### config.mk
export PLATFORM = sky130hd
export DESIGN_NAME = pc_byte_packer
export DESIGN_NICKNAME = d
export VERILOG_FILES = /design/src/rtl/pc_byte_packer_pkg.sv /design/src/rtl/pc_byte_packer_word_fifo.sv /design/src/rtl/pc_byte_packer.sv
export SDC_FILE = /design/constraint.sdc
export NUM_CORES = 1
export LEC_CHECK = 0
export ABC_AREA = 1
export BUFFER_PORTS_ARGS = -buffer_cell sky130_fd_sc_hd__buf_2
export CAP_MARGIN = 30
export CORE_MARGIN = 2
export CORE_UTILIZATION = 53
export CTS_BUF_LIST = sky130_fd_sc_hd__clkbuf_4 sky130_fd_sc_hd__clkbuf_8 sky130_fd_sc_hd__clkbuf_16
export CTS_CLUSTER_SIZE = 28
export DETAILED_ROUTE_END_ITERATION = 8
export PLACE_DENSITY = 0.82
export SLEW_MARGIN = 20
export SYNTH_ARGS = -nofsm -noshare
export SYNTH_HDL_FRONTEND = slang
export SYNTH_HIERARCHICAL = 1
export SYNTH_SLANG_ARGS = --single-unit
### constraint.sdc
create_clock -name clk62 -period 3.9 [get_ports clk62]
set_clock_uncertainty 0.15 [all_clocks]
set_input_delay 0.195 -clock clk62 [delete_from_list [all_inputs] [get_ports clk62]]
set_output_delay 0.195 -clock clk62 [all_outputs]
set_load 0.05 [all_outputs]
### src/rtl/pc_byte_packer_pkg.sv
// Shared types and constants for the PC byte packer: output FSM encoding,
// default inter-byte timeout and the word width used by the completed-word buffer.
package pc_byte_packer_pkg;

    typedef enum logic [1:0] {
        PKR_IDLE   = 2'd0,
        PKR_STROBE = 2'd1,
        PKR_GAP    = 2'd2
    } pkr_state_t;

    localparam int PKR_TIMEOUT_DEFAULT = 65536;
    localparam int PKR_WORD_W          = 32;

    function automatic logic [7:0] sat_inc8(input logic [7:0] v);
        return (v == 8'hFF) ? v : v + 8'd1;
    endfunction

endpackage

### src/rtl/pc_byte_packer_word_fifo.sv
// Completed-word buffer: synchronous FIFO with count-based full/empty,
// a flush that empties it in one edge, and push/pop in the same cycle.
module pc_byte_packer_word_fifo
    import pc_byte_packer_pkg::*;
#(
    parameter int DEPTH = 2
) (
    input  logic                  clk,
    input  logic                  rst,
    input  logic                  flush,
    input  logic                  push,
    input  logic [PKR_WORD_W-1:0] push_data,
    input  logic                  pop,
    output logic [PKR_WORD_W-1:0] head,
    output logic                  full,
    output logic                  empty
);

    localparam int AW = (DEPTH > 1) ? $clog2(DEPTH) : 1;
    localparam int CW = $clog2(DEPTH + 1);
    localparam logic [CW-1:0] FULL_CNT = CW'(DEPTH);

    logic [PKR_WORD_W-1:0] mem [DEPTH];
    logic [AW-1:0]         rd_ptr;
    logic [AW-1:0]         wr_ptr;
    logic [CW-1:0]         count;
    logic                  do_push;
    logic                  do_pop;

    assign full    = (count == FULL_CNT);
    assign empty   = (count == '0);
    assign do_pop  = pop && !empty;
    // A full buffer still takes a word when the head leaves in the same cycle.
    assign do_push = push && (!full || do_pop);
    assign head    = mem[rd_ptr];

    always_ff @(posedge clk) begin
        if (do_push && !flush) begin
            mem[wr_ptr] <= push_data;
        end
    end

    always_ff @(posedge clk) begin
        if (rst || flush) begin
            rd_ptr <= '0;
            wr_ptr <= '0;
            count  <= '0;
        end else begin
            if (do_push) wr_ptr <= wr_ptr + 1'b1;
            if (do_pop)  rd_ptr <= rd_ptr + 1'b1;
            case ({do_push, do_pop})
                2'b10:   count <= count + 1'b1;
                2'b01:   count <= count - 1'b1;
                default: count <= count;
            endcase
        end
    end

endmodule

### src/rtl/pc_byte_packer.sv
// Packs the PC byte stream little-endian into 32-bit words and issues them to
// dword_interface as spaced single-cycle wr strobes, with timeout and error resync.
module pc_byte_packer
    import pc_byte_packer_pkg::*;
#(
    parameter int WR_GAP  = 1,
    parameter int TIMEOUT = PKR_TIMEOUT_DEFAULT,
    parameter int DEPTH   = 2
) (
    input  logic        clk62,
    input  logic        RESET,
    input  logic [7:0]  rx_data,
    input  logic        rx_valid,
    output logic        rx_ready,
    output logic [31:0] data_from_PC,
    output logic        wr,
    input  logic        dev_error,
    output logic        resync,
    output logic [1:0]  lane,
    output logic [7:0]  drop_cnt,
    output pkr_state_t  state_dbg
);

    localparam int TW = $clog2(TIMEOUT + 1);
    localparam int GW = (WR_GAP > 1) ? $clog2(WR_GAP) : 1;

    logic [1:0]    lane_q;
    logic [23:0]   partial_q;
    logic [TW-1:0] tmo_cnt;
    logic          err_q;
    logic          resync_q;
    logic [7:0]    drop_q;
    pkr_state_t    state_q;
    logic [GW-1:0] gap_cnt;
    logic [31:0]   data_q;

    logic          accept;
    logic          push;
    logic          pop;
    logic          fifo_full;
    logic          fifo_empty;
    logic [31:0]   fifo_head;
    logic          err_rise;

    // Handshake: a byte transfers on a clock edge where rx_valid && rx_ready;
    // rx_ready never depends on rx_valid, and rx_data must be stable while valid.
    assign rx_ready = !RESET && !(fifo_full && lane_q == 2'd3) && !dev_error;
    assign accept   = rx_valid && rx_ready;
    assign push     = accept && (lane_q == 2'd3);
    assign wr       = (state_q == PKR_STROBE) && !dev_error;
    assign pop      = wr;
    assign err_rise = dev_error && !err_q;

    assign data_from_PC = data_q;
    assign resync       = resync_q;
    assign lane         = lane_q;
    assign drop_cnt     = drop_q;
    assign state_dbg    = state_q;

    pc_byte_packer_word_fifo #(
        .DEPTH(DEPTH)
    ) u_word_fifo (
        .clk      (clk62),
        .rst      (RESET),
        .flush    (dev_error),
        .push     (push),
        .push_data({rx_data, partial_q}),
        .pop      (pop),
        .head     (fifo_head),
        .full     (fifo_full),
        .empty    (fifo_empty)
    );

    always_ff @(posedge clk62) begin
        if (RESET) begin
            lane_q    <= '0;
            partial_q <= '0;
            tmo_cnt   <= '0;
            err_q     <= 1'b0;
            resync_q  <= 1'b0;
            drop_q    <= '0;
        end else begin
            resync_q <= 1'b0;
            err_q    <= dev_error;
            if (dev_error) begin
                lane_q  <= '0;
                tmo_cnt <= '0;
                if (err_rise && (lane_q != 2'd0 || !fifo_empty)) begin
                    resync_q <= 1'b1;
                    drop_q   <= sat_inc8(drop_q);
                end
            end else if (accept) begin
                case (lane_q)
                    2'd0:    partial_q[7:0]   <= rx_data;
                    2'd1:    partial_q[15:8]  <= rx_data;
                    2'd2:    partial_q[23:16] <= rx_data;
                    default: partial_q        <= partial_q;
                endcase
                lane_q  <= lane_q + 2'd1;
                tmo_cnt <= '0;
            end else if (lane_q != 2'd0) begin
                // An accepted byte takes priority, so expiry only fires on an idle cycle.
                if (tmo_cnt == TW'(TIMEOUT)) begin
                    lane_q   <= '0;
                    tmo_cnt  <= '0;
                    resync_q <= 1'b1;
                    drop_q   <= sat_inc8(drop_q);
                end else begin
                    tmo_cnt <= tmo_cnt + 1'b1;
                end
            end else begin
                tmo_cnt <= '0;
            end
        end
    end

    always_ff @(posedge clk62) begin
        if (RESET) begin
            state_q <= PKR_IDLE;
            gap_cnt <= '0;
            data_q  <= '0;
        end else begin
            case (state_q)
                PKR_IDLE: begin
                    if (!fifo_empty && !dev_error) begin
                        data_q  <= fifo_head;
                        state_q <= PKR_STROBE;
                    end
                end
                PKR_STROBE: begin
                    gap_cnt <= '0;
                    state_q <= dev_error ? PKR_IDLE : PKR_GAP;
                end
                PKR_GAP: begin
                    if (gap_cnt == GW'(WR_GAP - 1)) begin
                        state_q <= PKR_IDLE;
                    end else begin
                        gap_cnt <= gap_cnt + 1'b1;
                    end
                end
                default: state_q <= PKR_IDLE;
            endcase
        end
    end

endmodule

Word level (Yosys, flattened, before mapping)
Memory sizes are Yosys's and may differ from the RTL's. A register that Yosys moved wholly into a read port is not among the register bits.
Index checks and enable logic that the tools add are counted.
- input port bits: 12
- latch bits: 0
- word-level logic and storage cells: 101
- memory bits (read-only): 0
- memories: 1
- flip-flop bits (word level): 60
- RAM bits: 64
- memories (memory ; depth ; bits a word ; read ports ; clocked after Yosys merged registers in ; wr ports ; line ; source):
    u_word_fifo.mem ; 2 ; 32 ; 1 ; 1 ; 1 ; pc_byte_packer_word_fifo.sv:23 ; logic [PKR_WORD_W-1:0] mem [DEPTH];
- order comparisons: 0
- divide/modulo/power cells: 0
- reductions and logical operators: 40
- multipliers: 0
- shift operators: 0
- muxes and demuxes: 23
- eq/ne operators: 14
- bitwise logic cells: 2
- add/subtract/negate cells: 8
- operators by type and width (cell ; count):
    two-way mux 8 bit ; 6
    adder 17 x 1 -> 17 bit (second input constant) ; 1
    == test 17 bit (second input constant) ; 1
    nonzero test 2 bit ; 7
    logical AND 1 bit ; 12
    two-way mux 2 bit ; 6
    == test 2 bit (second input constant) ; 5
    AND reduction 3 bit ; 3
    adder 8 x 1 -> 8 bit (second input constant) ; 1
    == test 8 bit (second input constant) ; 1
    two-way mux 1 bit ; 8
    == test 2 x 1 -> 1 bit (second input constant) ; 3
    logical NOT 1 bit ; 6
    logical NOT 2 bit ; 3
    inequality test 2 bit (second input constant) ; 3
    one-hot mux 2 bit (3 select lines) ; 1
    AND reduction 2 bit ; 3
    OR reduction 5 bit ; 1
    adder 2 x 1 -> 2 bit (second input constant) ; 2
    one-hot mux 2 bit (2 select lines) ; 1
    AND reduction 4 bit ; 1
    adder 1 bit (second input constant) ; 3
    logical OR 1 bit ; 3
    inequality test 2 x 1 -> 1 bit (second input constant) ; 1
    4 further kinds ; 5

Depth between registers and ports, before layout
Gate-level depths: netlist of run 1.
- depth in word-level cells: 11
- mapped depth: 13
- mapped depth without buffers: 13

Modules after synthesis
Netlist of run 1, hierarchy kept.
- modules (own cells, without submodules) (module ; instances ; area each (um^2) ; cells an instance ; sequential area each (um^2)):
    pc_byte_packer ; 1 ; 3608.5 ; 489 ; 1741.7
    pc_byte_packer_word_fifo ; 1 ; 2563.7 ; 137 ; 2021.9

Least setup slack after synthesis of run 1
Ideal clock, no wire load.
- path kind: reg2reg
- start point: reg state_q[0] (netlist: state_dbg[0])
- end point: mem u_word_fifo.mem[0][0] (enable)
- path buffers: 0
- arrival time: 4.612 ns
- setup slack: -1.323 ns
- cell stages (with the launch flop): 5
- cell sequence: dfxtp_1 -> inv_1 -> nor3_1 -> o21ai_2 -> nor3_1
- cells in the longest elaborated chain, start to end: 8
- ends and longest elaborated chain (what ; line ; source):
    start, declared ; pc_byte_packer.sv:33 ; pkr_state_t state_q;
    start signal, assigned ; pc_byte_packer.sv:132 ; state_q <= dev_error ? PKR_IDLE : PKR_GAP;
    == test 2 x 1 -> 1 bit ; pc_byte_packer.sv:50 ; assign wr = (state_q == PKR_STROBE) && !dev_error;
    logical AND 1 bit ; pc_byte_packer.sv:50 ;
    via wr ; pc_byte_packer.sv:16 ; output logic wr,
    logical AND 1 bit ; pc_byte_packer_word_fifo.sv:32 ; assign do_pop = pop && !empty;
    logical OR 1 bit ; pc_byte_packer_word_fifo.sv:34 ; assign do_push = push && (!full || do_pop);
    logical AND 1 bit ; pc_byte_packer_word_fifo.sv:34 ;
    logical AND 1 bit ; pc_byte_packer_word_fifo.sv:38 ; if (do_push && !flush) begin
    two-way mux 1 bit ; pc_byte_packer_word_fifo.sv:38 ;
    two-way mux 1 bit (implied by the code) ; pc_byte_packer_word_fifo.sv:39 ; mem[wr_ptr] <= push_data;
    end, declared ; pc_byte_packer_word_fifo.sv:23 ;
The timed path passes the listed nets, and every way through them passes these cells.

Worst setup path in the final report of run 1
- start point: reg u_word_fifo.count[0]
- end point: mem u_word_fifo.mem[1][21] (enable)
- cells in the longest elaborated chain, start to end: 11
- elaborated cells on any way between the ends: 16
- those cells by class: eq/ne: 1; mux: 2; reduce/logical: 13
- ends and longest elaborated chain (what ; line ; source):
    start, declared ; pc_byte_packer_word_fifo.sv:26 ; logic [CW-1:0] count;
    start signal, assigned ; pc_byte_packer_word_fifo.sv:52 ; 2'b10: count <= count + 1'b1;
    start signal, assigned ; pc_byte_packer_word_fifo.sv:53 ; 2'b01: count <= count - 1'b1;
    start signal, assigned ; pc_byte_packer_word_fifo.sv:54 ; default: count <= count;
    == test 2 bit ; pc_byte_packer_word_fifo.sv:30 ; assign full = (count == FULL_CNT);
    via fifo_full ; pc_byte_packer.sv:40 ; logic fifo_full;
    logical AND 1 bit ; pc_byte_packer.sv:47 ; assign rx_ready = !RESET && !(fifo_full && lane_q == 2'd3) && !dev_error;
    logical NOT 1 bit ; pc_byte_packer.sv:47 ;
    logical AND 1 bit (2 in a row) ; pc_byte_packer.sv:47 ;
    logical AND 1 bit ; pc_byte_packer.sv:48 ; assign accept = rx_valid && rx_ready;
    logical AND 1 bit ; pc_byte_packer.sv:49 ; assign push = accept && (lane_q == 2'd3);
    via push ; pc_byte_packer.sv:38 ; logic push;
    logical AND 1 bit ; pc_byte_packer_word_fifo.sv:34 ;
    logical AND 1 bit ; pc_byte_packer_word_fifo.sv:38 ;
    two-way mux 1 bit ; pc_byte_packer_word_fifo.sv:38 ;
    two-way mux 1 bit (implied by the code) ; pc_byte_packer_word_fifo.sv:39 ;
The timed path passes the listed nets, and every way through them passes these cells.

==> results of run 1 <==
[metrics by stage]
step                instances  hold WS (ns)    util  power [W]  instance area, um^2
finish                    849       0.01543  0.6504   0.003691                 7395
detailed placement        807        0.2915  0.5787   0.001841                 6580
global route              849       0.02964  0.6504   0.003796                 7395
floorplan                 626        0.1167       -   0.001808                 6187
CTS                       847      0.006395  0.6455   0.003699                 7340
global placement          807        0.2815  0.5787   0.001836                 6580
[worst paths after layout]
check,endpoint,slack [ns],cells after the start,startpoint
worst min register to register,u_word_fifo/mem[0][23],0.31,0,partial_q[23]
worst max-delay path,u_word_fifo/mem[1][21],1.38,9,u_word_fifo/count[0]
worst min-delay path,state_dbg[1],0.02,2,dev_error
worst max register to register,u_word_fifo/mem[1][21],1.38,9,u_word_fifo/count[0]
[cells in the mapped netlist, types with 3 or more instances]
cell type | instances | area (um^2)
clkbuf_1 | 11 | 41.29
nor3_1 | 10 | 50.05
xnor2_1 | 5 | 43.79
inv_2 | 5 | 18.77
dfxtp_1 | 92 | 1842
inv_1 | 40 | 150.1
o21ai_1 | 4 | 20.02
edfxtp_1 | 64 | 1922
nand4_1 | 10 | 62.56
ha_1 | 7 | 87.58
a21oi_1 | 34 | 170.2
nand3_1 | 39 | 195.2
nor2_1 | 117 | 439.2
nor3b_1 | 3 | 22.52
mux2_2 | 11 | 123.9
o21ai_0 | 33 | 165.2
nand2_1 | 86 | 322.8
buf_2 | 11 | 55.05
mux2_1 | 21 | 236.5
[power by group]
part	internal [W]	switching [W]
Sequential	0.00170	0.00000830
Combinational	0.0000324	0.0000778
Clock	0.00127	0.000608
Total	0.00300	0.000694
[state kept, by name (all words and copies together) (netlist names), named ones only]
name	cells
u_word_fifo/rd_ptr	1
partial_q	24
u_word_fifo/count	2
resync	1
u_word_fifo/mem	64
tmo_cnt	17
state_dbg	2
data_from_PC	32
drop_cnt	8
lane	2
err_q	1
u_word_fifo/wr_ptr	1
[metal layers]
| metal | track usage | share of wire | wire length, um | up-vias |
|---|---|---|---|---|
| met5 | 0 | 0 | 0 | - |
| met4 | 0.08560 | 0.020 | 255 | 0 |
| met3 | 0.05444 | 0.050 | 644 | 25 |
| met2 | 0.3693 | 0.50 | 6442 | 141 |
| met1 | 0.2601 | 0.43 | 5635 | 2142 |
| li1 | - | - | - | 2233 |
[critical path, delay by kind of cell, from the launching register on]
family | cells | cell delay (ns)
simple gates | 5 | 0.84
compound gates | 1 | 0.18
buf+inv | 3 | 0.57
flops | 1 | 0.41
[cell type report]
class	instances	area, um^2	area share
flip-flops and latches	156	3764	0.5090
repair buffers	72	455.4	0.06159
clock buffers	25	491.7	0.06650
inverters	46	172.7	0.02335
well taps	143	178.9	0.02420
multi-input cells	400	2145	0.2900
clock inverters	7	187.7	0.02538
[logic make-up after synthesis]
| logic type | synth area share |
|---|---|
| XOR/XNOR | 0.009933 |
| flip-flops | 0.6098 |
| adder cells (fa/ha/maj) | 0.01419 |
| AND/OR/NAND/NOR | 0.1979 |
| multiplexers | 0.05838 |
| AO/OA/AOI/OAI | 0.06264 |
| buffers and inverters | 0.04723 |
==> out/qor.csv, run 1 <==
metric,value,unit
worstMarginPinSlew,0.6463,ns
status,"complete, no violations",
antenna_left,0,
num_antenna_cells,0,
antenna_found_initial,0,
synth_cell_types,34,
clkLatencyLatePin,0.42,ns
dr.pass1.iters,5,
synth_warnings,6,
route.detailed.drc,0,
rsz0062_at_grt,false,
n_fill_cell,877,
final_common_cell,nor2_1,
grt_pass1_vias,4450,
fin_nets,712,
wire_per_inst,15.29,um
fin_ws,1.383,ns
holdCritPathClass,input port to flip-flop,
dp_hpwl,7991,um
syn_to_final_growth,19.81,%
hold_viol,0,
synth_edf_count,64,
die_y,111.9,um
cellLeakagePower,2.830,nW
clkSinkCount,156,
required,3.81,ns
final_cell_mix,"117 x nor2_1, 92 x dfxtp_1, 86 x nand2_1, 64 x edfxtp_1, 58 x buf_2",
grt_pass1_wl,21180,um
grt_start_max_net_pins,38,
max_stage_delay,0.42,ns
drive_above_1_share,0.1827,
start_kind,flip-flop,
post_cts_buffers,0,
ys.flop_type,dfxtp_1,
fp.dieW,111.9,um
slew_headroom,0.5691,
critPathArrivalTime,2.43,ns
yosysSeqAreaShare,0.6098,
cts_buffers,17,
drv_cap,0,
routabilityCongestion,0.8390,
drv_slew,0,
start_util,0.5429,
path_clk_slew,0.06,ns
cts_tree,done,
avgSynthCellArea,9.860,um^2
clockRootBuffer,clkbuf_16,
htreeDepth,4,
syn_inst,626,
async_reset_ff_frac,0,
setup_viol,0,
port_buffers,58,
power.density,499.2,nW/um^2
die-area,12530,um^2
grt_overflow,0,
critPathKind,flip-flop to flip-flop,
timing.fmax,397.3,MHz
ctsResizeCount,0,
clockBufferDepth,2,
vias,4541,
grt_usage,0.2150,
ys_seq_elements,156,
synth_area,6172,um^2
period_needed,2.517,ns
fin_crit_sh,0.6454,
path_cells,inv_2 -> nand2_1 -> inv_1 -> nand2_1 -> nand3_4 -> nor2_1 -> o21ai_2 -> nor3_4 -> buf_4,
ir_drop,0.0003306,V
cpMostUsedCell,nand2_1,
core,11370,um^2
postCtsHoldBufs,8,
routed_wl,12980,um
viasPerCell,5.349,
mappedNetlistNets,645,
preCtsSetupSlack,1.428,ns
cp_max_fo,32,
drt_iter0_drc,318,
finalSetupTns,0,ns
slowest_stage,buf_4,
ios,59,
worstSetupEndpointType,flip-flop,
rows,39,
(Power assumes the default switching activity.)
==> run 2: changes to the inputs <==
==> constraint.sdc (replaced) <==
create_clock -name clk62 -period 2.2 [get_ports clk62]
set_clock_uncertainty 0.15 [all_clocks]
set_input_delay 0.11 -clock clk62 [delete_from_list [all_inputs] [get_ports clk62]]
set_output_delay 0.11 -clock clk62 [all_outputs]
set_load 0.05 [all_outputs]
==> out/qor.csv, run 2 (synthesized netlist as in run 1, its figures left out) <==
metric,value,unit
status,"complete, no violations",
rows,39,
largest_reg_flops,64,
rsz0062_at_grt,false,
grt_pass1_vias,4486,
holdCritPathClass,flip-flop to flip-flop,
path_clk_slew,0.06,ns
routed_wl,12980,um
setup_viol,0,
cts_tree,done,
grt_usage,0.2188,
fin_nets,722,
use_met2,0.3762,
drv_slew,0,
route.detailed.drc,0,
grt_overflow,0,
start_util,0.5429,
sw_frac_of_total,0.2133,
met3_usage,0.06424,
post_cts_buffers,0,
drive_above_1_share,0.1997,
critPathKind,flip-flop to flip-flop,
final_common_cell,nor2_1,
holdWs,0.3067,ns
period_needed,2.006,ns
antenna_left,0,
grt_start_max_net_pins,38,
required,2.33,ns
worstMarginPinSlew,0.4716,ns
wire_per_inst,15.11,um
port_buffers,58,
clockBufferDepth,2,
cp_max_fo,16,
fp.dieW,111.9,um
final_cell_mix,"116 x nor2_1, 88 x dfxtp_1, 85 x nand2_1, 64 x edfxtp_1, 58 x buf_2",
max_stage_delay,0.40,ns
power.density,841.8,nW/um^2
cpMostUsedCell,nand2_1,
routabilityCongestion,0.8193,
p_comb_frac,0.033,
utilization,0.6537,
clkSinkCount,156,
core,11370,um^2
die-area,12530,um^2
start_kind,flip-flop,
num_antenna_cells,0,
clockRootBuffer,clkbuf_16,
path_buf_inv,4,
timing.fmax,498.5,MHz
fin_crit_sh,0.9119,
slowest_stage,dfxtp_1,
drv_cap,0,
min-delay-start,partial_q[22],
slew_headroom,0.6856,
rrSetupSlack,0.19,ns
ios,59,
ir_drop,0.0006747,V
internal_power,0.004922,W
drt_iter0_drc,309,
cp.depth,10,
path_cells,inv_2 -> nand2_1 -> inv_1 -> nand2_1 -> nand3_4 -> buf_4 -> inv_2 -> nand2_1 -> nand2_1 -> a21oi_1,
dr.pass1.iters,5,
clkLatencyLatePin,0.42,ns
p_sw,0.001334,W
critPathArrivalTime,2.14,ns
worstSetupEndpoint,partial_q[7],
crit_path_start,u_word_fifo/count[0],
cellLeakagePower,2.834,nW
p_clk_frac,0.484,
die_y,111.9,um
viasPerCell,5.354,
grt_pass1_wl,21490,um
cts_buffers,17,
seqPwrFrac,0.483,
dp_hpwl,8058,um
cp_top_family,simple AND/OR/NAND/NOR gates,
worstSetupEndpointType,flip-flop,
r2r_start,u_word_fifo/count[0],
antenna_found_initial,0,
hold_viol,0,
syn_to_final_growth,20.41,%
r2r_cells,10,
r2r-end,partial_q[7],
met1_usage,0.2618,
vias,4599,
top_register,u_word_fifo/mem,
busiest_layer,met2,
htreeDepth,4,
## run 2: changes by cell type in the layout (fill, tap and decap cells not counted), moves of 2 or more
cell	change
clkbuf_4	-5
buf_12	+2
buf_4	+7
bufinv_16	-3
inv_6	+3
dfxtp_2	+3
dfxtp_1	-4
dlygate4sd3_1	+3
clkinv_4	+2
clkinvlp_4	+2
buf_16	-2
## run 2: timing repair
item / 4_1_cts / 5_1_grt
setup endpoints to repair: 0 / 1
hold buffers: 11 / 0
endpoints found under the hold margin: 45 / 0
gates resized for setup: 0 / 1
## run 2: layout make-up
cell class,count,area [um^2]
Clock inverter,12,161.4
Inverter,46,175.2
Sequential cell,156,3771
Clock buffer,20,454.2
Fill cell,841,3938
Timing Repair Buffer,82,523.0
Multi-Input combinational cell,400,2168
Tap cell,143,178.9
## run 2: layer usage
layer  vias up  share of wire  wire length (um)
met1      2192           0.43              5520
li1       2253              -                 -
met5         -              0                 0
met4         0          0.018               240
met2       135           0.51              6590
met3        19          0.048               624
## run 2: worst reg2reg max path, stage by stage (launching register included)
cell and delay [ns]:
dfxtp_1 0.40, inv_2 0.08, nand2_1 0.08, inv_1 0.04, nand2_1 0.12, nand3_4 0.10, buf_4 0.19, inv_2 0.23
nand2_1 0.27, nand2_1 0.13, a21oi_1 0.09
## run 2: power by group through the flow
stage	sequential (W)	combinational, W	clock, W
floorplan	0.00311	0.0000980	0
global placement	0.00308	0.000179	0
detailed placement	0.00309	0.000185	0
CTS	0.00302	0.000203	0.00305
global route	0.00302	0.000224	0.00319
finish	0.00302	0.000204	0.00303
## run 2: how the worst min path moves through the flow
stage,to,depth (start not counted)
2_1_floorplan,state_dbg[1],1
3_3_place_gp,u_word_fifo/mem[1][24],1
3_5_place_dp,u_word_fifo/mem[1][24],1
4_1_cts,u_word_fifo/mem[1][22],0
5_1_grt,u_word_fifo/mem[0][12],0
6_report,u_word_fifo/mem[1][22],0
## run 2: stage by stage
| stage | total power [W] | std cells | setup TNS, ns | area (um^2) | setup WS (ns) |
|---|---|---|---|---|---|
| global placement | 0.003263 | 816 | 0 | 6704 | 0.3006 |
| CTS | 0.006280 | 859 | 0 | 7430 | 0.1955 |
| global route | 0.006434 | 859 | 0 | 7432 | 0.01196 |
| detailed placement | 0.003271 | 816 | 0 | 6704 | 0.2135 |
| finish | 0.006256 | 859 | 0 | 7432 | 0.1938 |
| floorplan | 0.003205 | 626 | -27.00 | 6231 | -0.4449 |
